$ cat src/rtl/merge_rr_buffer_pkg.sv
// Shared definitions for the round-robin merge buffer: buffer state encoding
// and index-width / wrap helpers used by the top and the priority selector.
package merge_rr_buffer_pkg;

  typedef enum logic {
    ST_EMPTY = 1'b0,
    ST_FULL  = 1'b1
  } buf_state_e;

  // ceil(log2(n)) clamped to at least 1 so a single-input build still has an index bit
  function automatic int clog2_min1(input int n);
    int w;
    w = 0;
    while ((1 << w) < n) w++;
    return (w < 1) ? 1 : w;
  endfunction

  // (base + off) mod n for base, off in [0, n); no divider needed
  function automatic int wrap_add(input int base, input int off, input int n);
    int s;
    s = base + off;
    return (s >= n) ? (s - n) : s;
  endfunction

endpackage

$ cat src/rtl/merge_rr_buffer_select.sv
// Combinational rotating-priority selector: first valid requester at or after ptr,
// wrapping modulo N. Reusable by any shared-resource arbiter.
module rr_priority_select
  import merge_rr_buffer_pkg::*;
#(
  parameter int N     = 4,
  parameter int IDX_W = clog2_min1(N)
) (
  input  logic [N-1:0]     valid,
  input  logic [IDX_W-1:0] ptr,
  output logic [N-1:0]     grant,
  output logic [IDX_W-1:0] winner,
  output logic             any_valid
);

  // Scan from lowest priority to highest so the highest-priority hit overwrites.
  always_comb begin
    grant     = '0;
    winner    = '0;
    any_valid = |valid;
    for (int k = N - 1; k >= 0; k--) begin
      if (valid[wrap_add(int'(ptr), k, N)]) begin
        grant                              = '0;
        grant[wrap_add(int'(ptr), k, N)]   = 1'b1;
        winner                             = IDX_W'(wrap_add(int'(ptr), k, N));
      end
    end
  end

endmodule

$ cat src/rtl/merge_rr_buffer.sv
// Round-robin merge of NUM_INPUTS elastic producers into one registered output slot,
// tagging each token with the input number it came from.
module merge_rr_buffer
  import merge_rr_buffer_pkg::*;
#(
  parameter  int NUM_INPUTS = 4,
  parameter  int DATA_TYPE  = 32,
  localparam int IDX_W      = clog2_min1(NUM_INPUTS)
) (
  input  logic                            clk,
  input  logic                            rst,
  input  logic [NUM_INPUTS*DATA_TYPE-1:0] ins,
  input  logic [NUM_INPUTS-1:0]           ins_valid,
  output logic [NUM_INPUTS-1:0]           ins_ready,
  output logic [DATA_TYPE-1:0]            outs,
  output logic                            outs_valid,
  input  logic                            outs_ready,
  output logic [IDX_W-1:0]                index
);

  // state    | meaning
  // ST_EMPTY | no token held, any valid input may load
  // ST_FULL  | token held on outs; reload only when the consumer takes it

  buf_state_e             state, state_nxt;
  logic [IDX_W-1:0]       ptr, ptr_nxt;
  logic [IDX_W-1:0]       winner;
  logic [NUM_INPUTS-1:0]  grant;
  logic                   any_valid;
  logic                   can_load;
  logic                   load;
  logic [DATA_TYPE-1:0]   sel_data;
  logic [DATA_TYPE-1:0]   data_r;
  logic [IDX_W-1:0]       index_r;

  rr_priority_select #(
    .N     (NUM_INPUTS),
    .IDX_W (IDX_W)
  ) u_sel (
    .valid     (ins_valid),
    .ptr       (ptr),
    .grant     (grant),
    .winner    (winner),
    .any_valid (any_valid)
  );

  always_ff @(posedge clk or negedge rst) begin
    if (!rst) begin
      state <= ST_EMPTY;
      ptr   <= '0;
    end else begin
      state <= state_nxt;
      ptr   <= ptr_nxt;
    end
  end

  always_comb begin
    state_nxt = state;
    case (state)
      ST_EMPTY: if (load) state_nxt = ST_FULL;
      ST_FULL:  if (!load && outs_ready) state_nxt = ST_EMPTY;
    endcase
  end

  always_comb begin
    outs_valid = (state == ST_FULL);
    can_load   = !outs_valid || outs_ready;
    load       = any_valid && can_load;
    ins_ready  = can_load ? grant : '0;
  end

  // Explicit wrap keeps non-power-of-two counts from stepping into unused codes.
  always_comb begin
    ptr_nxt = ptr;
    if (load) begin
      if (int'(winner) == NUM_INPUTS - 1) ptr_nxt = '0;
      else                                ptr_nxt = winner + IDX_W'(1);
    end
  end

  always_comb begin
    sel_data = '0;
    for (int i = 0; i < NUM_INPUTS; i++) begin
      if (grant[i]) sel_data = ins[i*DATA_TYPE +: DATA_TYPE];
    end
  end

  always_ff @(posedge clk or negedge rst) begin
    if (!rst) begin
      data_r  <= '0;
      index_r <= '0;
    end else if (load) begin
      data_r  <= sel_data;
      index_r <= winner;
    end
  end

  assign outs  = data_r;
  assign index = index_r;

endmodule

$ cat config.mk
export PLATFORM = sky130hd
export DESIGN_NAME = merge_rr_buffer
export DESIGN_NICKNAME = d
export VERILOG_FILES = /design/src/rtl/merge_rr_buffer_pkg.sv /design/src/rtl/merge_rr_buffer_select.sv /design/src/rtl/merge_rr_buffer.sv
export SDC_FILE = /design/constraint.sdc
export NUM_CORES = 1
export LEC_CHECK = 0
export BUFFER_PORTS_ARGS = -buffer_cell sky130_fd_sc_hd__buf_2
export CAP_MARGIN = 10
export CORE_UTILIZATION = 45
export DETAILED_ROUTE_END_ITERATION = 8
export GPL_TIMING_DRIVEN = 1
export PLACE_DENSITY = 0.78
export SLEW_MARGIN = 20
export SYNTH_ARGS = -nofsm -noshare
export SYNTH_HDL_FRONTEND = slang
export SYNTH_SLANG_ARGS = --single-unit
$ cat constraint.sdc
create_clock -name clk -period 6.75 [get_ports clk]
set_input_delay 1.6875 -clock clk [delete_from_list [all_inputs] [get_ports clk]]
set_output_delay 1.6875 -clock clk [all_outputs]
set_load 0.03 [all_outputs]
After elaboration in Yosys (flattened, before gate mapping)
Index checks and enable logic that the tools add are counted.

Bits in registers: 37. Output and inout bits: 39. Logic and storage cells: 77.

$add $sub $neg: 8. $lt $le $gt $ge: 12. Equality and inequality tests: 1. Muxes and demuxes: 41. Bitwise gates (word level): 1. Reductions and logical operators: 10.

Operators by type and width (number): 32-bit two-way mux (8); 32-bit by 1-bit >= comparator with 1-bit output, second input constant (4); 32-bit by 4-bit < comparator with 1-bit output, second input constant (4); 32-bit by 4-bit >= comparator with 1-bit output, second input constant (3); 32-bit by 4-bit subtractor with 32-bit output, second input constant (3); 4-bit two-way mux (5); 1-bit two-way mux (14); 2-bit two-way mux (5); 1-bit binary-select mux with 2-bit select (4); 1-bit demux with 2-bit select (4); 2-bit by 2-bit adder with 3-bit output, second input constant (2); 1-bit logical AND (6); 4-bit OR reduction (1); 2-bit by 3-bit subtractor with 4-bit output, second input constant (1); 2-bit by 1-bit adder with 3-bit output, second input constant (1); 2-bit by 3-bit >= comparator with 1-bit output, second input constant (1); 2-bit by 1-bit adder with 2-bit output, second input constant (1); 2-bit by 1-bit == test with 1-bit output, second input constant (1); 1-bit zero test (2); 1-bit case mux with 2 select lines (1); 1-bit logical OR (1); 1-bit inverter (1).

Longest topological paths before layout
Gate-level depths: netlist of run 1.

Depth after elaboration: 15. Depth in mapped cells: 13.

Cells and area by module
A second synthesis of run 1 with hierarchy kept.

Cells, all modules: 377. Area total of the unflattened synthesis: 3244.4 um^2.

Modules (own cells, without submodules): merge_rr_buffer (times used 1, cells each 311, area each 2695.1 um^2, seq. area each 925.9 um^2); rr_priority_select (times used 1, cells each 66, area each 549.3 um^2, seq. area each 0.0 um^2).

Worst setup path after synthesis of run 1
No wires, ideal clock.

Path type: input -> output. From: input port ins_valid[3]. To: output port ins_ready[1]. Arrival time: 3.795 ns. Data required time: 5.062 ns. Path slack: 1.268 ns. Cell stages on the path: 8. Buffers on the path: 3. Path through: clkbuf_1 > mux4_2 > nor3b_2 > a221o_1 > and2_1 > buf_6 > buf_6 > nor2b_1.

Longest elaborated chain between the ends: 8. Elaborated cells between the ends (all ways): 17.

Ends and longest elaborated chain: from (decl) (RTL line merge_rr_buffer.sv:13) `input logic [NUM_INPUTS-1:0] ins_valid,`; 1-bit binary-select mux with 2-bit select (RTL line merge_rr_buffer_select.sv:22) `if (valid[wrap_add(int'(ptr), k, N)]) begin`; 1-bit two-way mux (not written as such) (2 in a row) (RTL line merge_rr_buffer_select.sv:22); 4-bit two-way mux (3 in a row) (RTL line merge_rr_buffer_select.sv:22); 4-bit two-way mux * (RTL line merge_rr_buffer_select.sv:22); 4-bit two-way mux * (RTL line merge_rr_buffer.sv:69) `ins_ready = can_load ? grant : '0;`; to (decl) (RTL line merge_rr_buffer.sv:14) `output logic [NUM_INPUTS-1:0] ins_ready,`.

Mark *: on every way between the ends. The rest lies on a longest branch, timed or not. The select of a mux whose other input is x is not followed.

Worst setup path after layout of run 1
From: register ptr[0]. To: output port ins_ready[1].

Longest elaborated chain between the ends: 12. Elaborated cells between the ends (all ways): 52.

Ends and longest elaborated chain: from (decl) (RTL line merge_rr_buffer.sv:26) `logic [IDX_W-1:0] ptr, ptr_nxt;`; from (signal assigned) (RTL line merge_rr_buffer.sv:53) `ptr <= ptr_nxt;`; 2-bit by 2-bit adder with 3-bit output (RTL line merge_rr_buffer_pkg.sv:21) `s = base + off;`; 32-bit by 4-bit subtractor with 32-bit output / 32-bit by 4-bit >= comparator with 1-bit output (equally long branches); 32-bit two-way mux (RTL line merge_rr_buffer_pkg.sv:22) `return (s >= n) ? (s - n) : s;`; 32-bit by 1-bit >= comparator with 1-bit output (not written as such) / 32-bit by 4-bit < comparator with 1-bit output (equally long branches) (RTL line merge_rr_buffer_select.sv:24) `grant[wrap_add(int'(ptr), k, N)] = 1'b1;`; 1-bit logical AND (not written as such) (RTL line merge_rr_buffer_select.sv:24); 1-bit two-way mux (not written as such) (RTL line merge_rr_buffer_select.sv:24); 1-bit demux with 2-bit select; 4-bit two-way mux (3 in a row) (RTL line merge_rr_buffer_select.sv:22); 4-bit two-way mux * (RTL line merge_rr_buffer_select.sv:22); 4-bit two-way mux * (RTL line merge_rr_buffer.sv:69).

Marked as above.

==> results.toml, run 1 <==
[clocking]
clk_path_buf_depth = 2
root_buffer = "clkbuf_8"
cts_resized = 0
cts_hold_buf = 0
post_cts_buffers = 0
worst_skew_pair.late_latency_ps = 290
cts.sinks = 37
cts_made_buffers = 5
clkTransAtPathRegs_ps = 80
htree_num_levels = 2
cts_tree = "built"

[place]
place_congestion = 0.9059
pre_cts_slack_ps = 880.8
dp_cells = 631
dpl.hpwl_mm = 8.014
io_buffers = 173

[grt]
grt_util_all_layers_pct = 26.73
grt_max_degree = 38
grt_pass1_vias = 3569
antenna_found_initial = 0
gr-total-overflow = 0
grt_pass1_wl_mm = 17.84

[flow_run]
cap_violations = 0

[detailed_routing]
drt_wl_total_mm = 11.27
wl_per_cell_um = 17.63
drtPass1Iterations = 7
vias = 3715
ant_nets = 0
viasPerCell = 5.814
drc = 0
first_iter_violations = 139

[logic_synthesis]
postSynthAreaPerCell_um2 = 9.037
yosysTopAreaCell = "dfrtp_1"
synthDistinctLibCells = 39
synth_cells = 399
synth_edf_count = 0
ys_seq_elements = 37
ys_async_sr_fraction_pct = 100.0
ys_seq_area_share_pct = 25.68
ys.warnings.count = 0
syn_nets = 542
synth_area_um2 = 3606
yosysTopAreaCellShare_pct = 25.68
synth_ff_type = "dfrtp_1"
synthTopCellsByArea = "dfrtp_1, a211oi_2, o31ai_2"

[worst_setup_path]
critPathMaxFanout = 33
critical_path.endpoint_type = "primary output"
crit_path_start_kind = "register"
crit_arrival_ps = 4350
criticalPathCategory = "reg -> out"
cp.required_ps = 5060

[floorplan]
dieArea_um2 = 8375
coreArea_um2 = 7727
die_w_um = 91.52
initial_core_util_pct = 46.66
ios = 174
fp.dieH_um = 91.52
std_cell_rows = 32

[sta]
drv_slew = 0
fmaxAchievable_mhz = 165.8
hold_ws_ps = 495.1
fin_tns_setup_ps = 0
fin_crit_sh_pct = 89.37
setup_ws_ps = 717.3
max_slew_margin_pct = 35.08
rsz0062_at_grt = "no"
worstMarginPinSlew_ps = 970.3
skew_ps = 4.311
hold_violations = 0
setup_viol = 0
min_period_ps = 6033

[cells_and_area]
fillerInstances = 724
nets = 679
final_common_cell = "buf_2"
final_cell_mix = "buf_2, nand2_1, nor2_1"
seq_area_um2 = 925.9
final_core_util_pct = 58.73
antennaDiodeCount = 0
final_cells = 639
drive_gt1_share_pct = 50.84
multi_input_area_um2 = 2431
syn_to_final_growth_pct = 25.85

[pwr]
power_leakage_uw = 0.001996
irDropWorstVdd_mv = 0.3836
p_per_area_nw_per_um2 = 604.9

[status]
status = "finished clean"

[hold_path]
hp-class = "reg -> reg"
[synthesized netlist by cell type, drive strengths merged, types with 4 or more instances]
master and instances:
a2bb2oi 32, o31ai 33, dfrtp 37, ha 8
clkbuf 27, inv 7, o21ai 36, mux2i 4
a211oi 64, nor2b 5, mux4 4, o22ai 4
buf 22, nand2b 5, nor2 41, nand2 45
[critical path, cell delays in order (launching register included)]
cell and delay (ps):
dfrtp_1 820, inv_1 270, ha_1 560, mux4_2 690, nor3b_2 290, a221o_1 200, and2_2 750, nor2b_1 230
buf_2 210
[flip-flops by register name, indices dropped and copies added (netlist names)]
register and count:
ptr 2, index 2, outs 32, outs_valid 1
[logic make-up after synthesis]
| group | Yosys count | share of synthesized area [%] |
|---|---|---|
| buffers and inverters | 56 | 7.807 |
| AOI/OAI and AO/OA | 185 | 47.29 |
| muxes | 10 | 4.233 |
| DFF | 37 | 25.68 |
| xor gates and xnor gates | 1 | 0.2429 |
| and+or+nand+nor | 102 | 11.97 |
| adders and majority gates | 8 | 2.776 |
[final timing paths]
path	to	cells past startpoint	slack, ps	from
min reg2reg	outs[12]	2	500	outs[12]
min in group asynchronous	outs[29]	1	1510	rst
max reg2reg	outs[19]	8	2320	ptr[0]
min	outs[12]	2	500	outs[12]
max	ins_ready[1]	8	720	ptr[0]
max in group asynchronous	ptr[1]	1	4680	rst
[per-layer routing]
metal	GRT usage [%]	wire (um)	up-vias
li1	-	-	1785
met1	34.56	4788	1759
met2	45.36	5508	153
met3	4.355	758	18
met4	8.333	211	0
met5	0	0	-
[per-stage QoR]
step                total power [uW]  area, um^2
floorplan                       2147        3606
global placement                2500        4422
detailed placement              2544        4422
CTS                             2753        4538
global route                    2936        4538
finish                          2745        4538
[power by group]
part           switching (uW)  leakage, uW  internal, uW
registers                88.8     0.000453           332
clock network            87.4    0.0000585           121
logic                    1330      0.00148           785
total                    1510      0.00200          1240
[area by class of cell]
cell class                 count  share of cell area [%]
clock buffer                   7                   1.902
clock inverter                 1                  0.6617
inverter                       7                  0.5790
multi-input combinational    306                   53.57
sequential                    37                   20.40
tap                          102                   2.812
timing repair buffer         179                   20.07
Note: power is estimated with default switching activity, not from simulation.
==> run 2: changes to the inputs <==
--- a/config.mk
+++ b/config.mk
@@ -7,6 +7,7 @@
 export LEC_CHECK = 0
 export BUFFER_PORTS_ARGS = -buffer_cell sky130_fd_sc_hd__buf_2
 export CAP_MARGIN = 10
+export CORE_ASPECT_RATIO = 0.75
 export CORE_UTILIZATION = 45
 export DETAILED_ROUTE_END_ITERATION = 8
 export GPL_TIMING_DRIVEN = 1
==> run 2 against run 1 <==
Non-clock buffer count increased by 1. Setup slack better by 350 ps. Die area about the same. Utilization rose by 1.2 points. Maximum frequency increased by 6.2%. Clock skew rose by 4.3 ps. Cell count unchanged. Clock power shrank 22%. Wire length increased by 5.3%. Critical path type unchanged.
==> results.toml, run 2 (synthesis results as in run 1) <==
[floorplan]
die_w_um = 105.4
std_cell_rows = 27
ios = 174
coreArea_um2 = 7533
initial_core_util_pct = 47.87
fp.dieH_um = 79.53
dieArea_um2 = 8379

[clocking]
clkTransAtPathRegs_ps = 80
cts_tree = "built"
post_cts_buffers = 0
cts_made_buffers = 5
htree_num_levels = 2
cts_resized = 0
root_buffer = "clkbuf_8"
clk_path_buf_depth = 2
cts.sinks = 37
worst_skew_pair.late_latency_ps = 290
cts_hold_buf = 0

[pwr]
irDropWorstVdd_mv = 0.2677
power_leakage_uw = 0.001987
p_per_area_nw_per_um2 = 606.4

[detailed_routing]
vias = 3810
drtPass1Iterations = 5
drc = 0
viasPerCell = 5.962
ant_nets = 0
drt_wl_total_mm = 11.86
first_iter_violations = 246
wl_per_cell_um = 18.56

[worst_setup_path]
crit_arrival_ps = 3990
critical_path.endpoint_type = "primary output"
slowest_stage = "dfrtp_1"
crit_path_start_kind = "register"
cp.required_ps = 5060
critPathMaxFanout = 33
cp-startpoint = "ptr[0]"
critical_path.max_stage_delay_ps = 830
cp_cell_sequence = "inv_1, ha_1, mux4_2, nor3b_2, nand2_1, a31o_2, nor2_1, buf_2"
rr_startpoint = "ptr[0]"
criticalPathCategory = "reg -> out"

[grt]
antenna_found_initial = 0
grtUsageMet2_pct = 49.47
grt_pass1_vias = 3689
grt_pass1_wl_mm = 18.62
top_usage_layer = "met2"
gr-total-overflow = 0
grt_max_degree = 38
use_met1_pct = 35.68
use_met3_pct = 5.959
grt_util_all_layers_pct = 28.27

[sta]
fmaxAchievable_mhz = 176.0
skew_ps = 8.637
min_period_ps = 5680
fin_crit_sh_pct = 84.15
drv_slew = 0
hold_ws_ps = 494.7
setup_ws_ps = 1070
worstMarginPinSlew_ps = 1066
fin_tns_setup_ps = 0
hold_violations = 0
setup_viol = 0
max_slew_margin_pct = 28.96
rsz0062_at_grt = "no"

[cells_and_area]
nets = 680
syn_to_final_growth_pct = 25.29
final_cells = 639
final_cell_mix = "buf_2, nand2_1, nor2_1"
drive_gt1_share_pct = 51.12
antennaDiodeCount = 0
largest_reg_flops = 32
post-route-cell-area_um2 = 4518
final_common_cell = "buf_2"

[place]
dp_cells = 631
place_congestion = 0.9415
post_dp_cell_area_um2 = 4428
pre_cts_slack_ps = 1229
io_buffers = 173
dpl.hpwl_mm = 8.296

[hold_path]
hp-class = "reg -> reg"
min_from = "outs[11]"

[status]
status = "finished clean"

[flow_run]
cap_violations = 0
run 2: stage by stage:
| stage | utilization [%] | power [uW] |
|---|---|---|
| floorplan | - | 2147 |
| global placement | 58.78 | 2519 |
| detailed placement | 58.78 | 2579 |
| CTS | 59.97 | 2747 |
| global route | 59.97 | 2928 |
| finish | 59.97 | 2740 |
run 2: layer usage:
| layer | share of wire [%] | up-vias |
|---|---|---|
| met3 | 9.0 | 12 |
| met1 | 41 | 1817 |
| li1 | - | 1783 |
| met2 | 49 | 198 |
| met4 | 1.1 | 0 |
| met5 | 0 | - |
run 2: layout make-up:
cell class / instances / area, um^2
Clock inverter: 3 / 21.27
Clock buffer: 5 / 68.82
Inverter: 7 / 26.28
Timing Repair Buffer: 180 / 918.4
Multi-Input combinational cell: 306 / 2431
Sequential cell: 37 / 925.9
Tap cell: 101 / 126.4
Fill cell: 685 / 3015
run 2: final timing paths:
kind | cells after the start | to | slack, ps
setup / recovery | 8 | ins_ready[2] | 1070
hold / removal | 2 | outs[11] | 490
setup reg to reg | 8 | outs[8] | 2240
hold reg to reg | 2 | outs[11] | 490
max in group asynchronous | 1 | ptr[0] | 4680
min in group asynchronous | 1 | outs[14] | 1520
run 2: where the power goes:
| group | switching, uW | internal (uW) |
|---|---|---|
| registers | 87.3 | 332 |
| clock network | 89.5 | 73.4 |
| logic | 1370 | 791 |
| total | 1540 | 1200 |
run 2: worst max-delay path: cells and delay by family (launching register included):
family,cells,cell delay [ps]
AO/OA/AOI/OAI,1,500
adder cells (fa/ha/maj),1,550
AND/OR/NAND/NOR,3,630
flip-flops,1,830
multiplexers,1,690
buffers and inverters,2,460
==> run 3: changes to the inputs <==
--- a/config.mk
+++ b/config.mk
@@ -5,13 +5,14 @@
 export SDC_FILE = /design/constraint.sdc
 export NUM_CORES = 1
 export LEC_CHECK = 0
+export ABC_AREA = 1
 export BUFFER_PORTS_ARGS = -buffer_cell sky130_fd_sc_hd__buf_2
 export CAP_MARGIN = 10
 export CORE_ASPECT_RATIO = 0.75
 export CORE_UTILIZATION = 45
 export DETAILED_ROUTE_END_ITERATION = 8
 export GPL_TIMING_DRIVEN = 1
-export PLACE_DENSITY = 0.78
+export PLACE_DENSITY = 0.77
 export SLEW_MARGIN = 20
 export SYNTH_ARGS = -nofsm -noshare
 export SYNTH_HDL_FRONTEND = slang
==> constraint.sdc (replaced) <==
create_clock -name clk -period 5.9 [get_ports clk]
set_input_delay 1.475 -clock clk [delete_from_list [all_inputs] [get_ports clk]]
set_output_delay 1.475 -clock clk [all_outputs]
set_load 0.03 [all_outputs]
==> run 3 against run 2 <==
First-iteration DRC count up 6.9%. Synthesized cell count grew 71%. Non-clock buffer count down 2. Largest cell class unchanged. Cell count increased by 47%. Utilization is 0.81 points lower. Area after synthesis up 6.4%. Sequential cell count unchanged. Register-to-register slack better by 850 ps. Critical path type is now in -> out. Count of clock-buffer cells in the layout rose by 2.
==> results.toml, run 3 <==
[grt]
grt_pass1_wl_mm = 18.69
grt_max_degree = 65
grt_util_all_layers_pct = 26.66
antenna_found_initial = 0
grt_pass1_vias = 4153
gr-total-overflow = 0

[cells_and_area]
final_cell_mix = "nand2_1, buf_2, inv_1"
antennaDiodeCount = 0
final_cells = 939
final_core_util_pct = 59.16
syn_to_final_growth_pct = 24.27
final_common_cell = "nand2_1"
drive_gt1_share_pct = 26.38
largest_reg_flops = 32
nets = 976

[floorplan]
die_w_um = 108.6
ios = 174
dieArea_um2 = 8902
coreArea_um2 = 8058
fp.dieH_um = 81.96
initial_core_util_pct = 47.61
std_cell_rows = 28

[worst_setup_path]
slowest_stage = "nand3_4"
critical_path.endpoint_type = "primary output"
path_delay_family = "simple AND/OR/NAND/NOR gates"
criticalPathCategory = "in -> out"
crit_arrival_ps = 3230
crit_buf_inv = 3
critical_path.max_stage_delay_ps = 380
cp.required_ps = 4430
cp_common_cell = "buf_2"
crit_path_start_kind = "input pin"
critPathMaxFanout = 33
cp_cell_sequence = "buf_2, inv_1, nand2_1, nand3_1, nand2_4, a21oi_1, nand3_4, nand2_8, nor2_1, buf_2"

[place]
place_congestion = 0.9323
dp_cells = 931
dpl.hpwl_mm = 8.374
io_buffers = 173

[clocking]
htree_num_levels = 2
clk_path_buf_depth = 2
cts_resized = 0
cts_hold_buf = 0
cts_tree = "built"
clkTransAtPathRegs_ps = 60
root_buffer = "clkbuf_16"
cts_made_buffers = 5
worst_skew_pair.late_latency_ps = 280
cts.sinks = 37
post_cts_buffers = 0

[sta]
fin_tns_setup_ps = 0
rsz0062_at_grt = "no"
worstMarginPinSlew_ps = 954.0
skew_ps = 6.390
setup_viol = 0
drv_slew = 0
fin_crit_sh_pct = 79.74
min_period_ps = 4704
hold_violations = 0
max_slew_margin_pct = 36.40
fmaxAchievable_mhz = 212.6

[logic_synthesis]
ys_seq_area_share_pct = 24.14
ys_async_sr_fraction_pct = 100.0
synth_area_um2 = 3836
yosysTopAreaCellShare_pct = 30.72
postSynthAreaPerCell_um2 = 5.608
synth.cells.most_frequent = "nand2_1, inv_1, nand3_1"
synthDistinctLibCells = 27
yosysTopAreaCell = "nand2_1"
ys.warnings.count = 0
synth_edf_count = 0
synth_cells = 684
syn_nets = 827
ys_seq_elements = 37
synth_ff_type = "dfrtp_1"
synthTopCellsByArea = "nand2_1, dfrtp_1, inv_1"
yosysMostFrequentCell = "nand2_1"

[detailed_routing]
first_iter_violations = 263
drc = 0
drt_wl_total_mm = 11.68
ant_nets = 0
wl_per_cell_um = 12.43
vias = 4486
viasPerCell = 4.777
drtPass1Iterations = 7

[status]
status = "finished clean"

[hold_path]
hp-class = "reg -> reg"

[flow_run]
cap_violations = 0
## run 3: path summary, 6_finish.rpt
path / slack, ps / from / cells after the start / endpoint
setup / recovery: 1200 / ins_valid[2] / 10 / ins_ready[2]
setup reg to reg: 3090 / ptr[0] / 15 / outs[24]
hold / removal: 470 / outs[23] / 2 / outs[23]
max in group asynchronous: 3960 / rst / 1 / outs[17]
hold reg to reg: 470 / outs[23] / 2 / outs[23]
min in group asynchronous: 1340 / rst / 1 / outs_valid
## run 3: routing by layer
layer | routed length (um) | share of wire [%] | up-vias | track usage (%)
li1 | - | - | 2315 | -
met5 | 0 | 0 | - | 0
met1 | 5409 | 46 | 1983 | 35.18
met2 | 5223 | 45 | 178 | 45.13
met3 | 936 | 8.0 | 10 | 5.238
met4 | 106 | 0.91 | 0 | 5.811
## run 3: logic make-up (layout without fill, tap and decap cells)
logic type | count (synthesis) | in the layout | synth area share, %
simple gates | 413 | 413 | 45.99
buf+inv | 179 | 329 | 20.94
compound gates | 47 | 47 | 6.327
flops | 37 | 37 | 24.14
fa+ha+maj | 8 | 8 | 2.609
## run 3: final cells by class
type                       instances  area [um^2]
tap                              105        131.4
timing repair buffer             178        903.4
fill                             806         3291
multi-input combinational        468         2112
clock inverter                     1        5.005
clock buffer                       7        152.6
sequential                        37        925.9
inverter                         143        536.8
## run 3: stage by stage
stage               setup slack [ps]  hold slack, ps  instance area (um^2)
finish                          1196           473.8                  4767
global placement                1274           456.3                  4607
detailed placement              1211           460.0                  4607
floorplan                       1654           615.3                  3836
global route                    1049           494.2                  4767
CTS                             1206           476.2                  4765
## run 3: worst reg2reg max path, stage by stage (launching register included)
cell	delay (ps)
dfrtp_1	580
inv_2	180
ha_1	370
inv_1	100
nand3_2	110
nand2_4	130
inv_2	70
nand3_1	100
nand3_2	70
nand2_2	80
buf_4	500
nand2_1	190
inv_1	70
nand2_1	50
nand2_1	60
nand2_1	40
Power of run 3 is left out: the tool's default activity adds up to more than one toggle a clock period on the data nets, which glitch-free logic cannot reach.
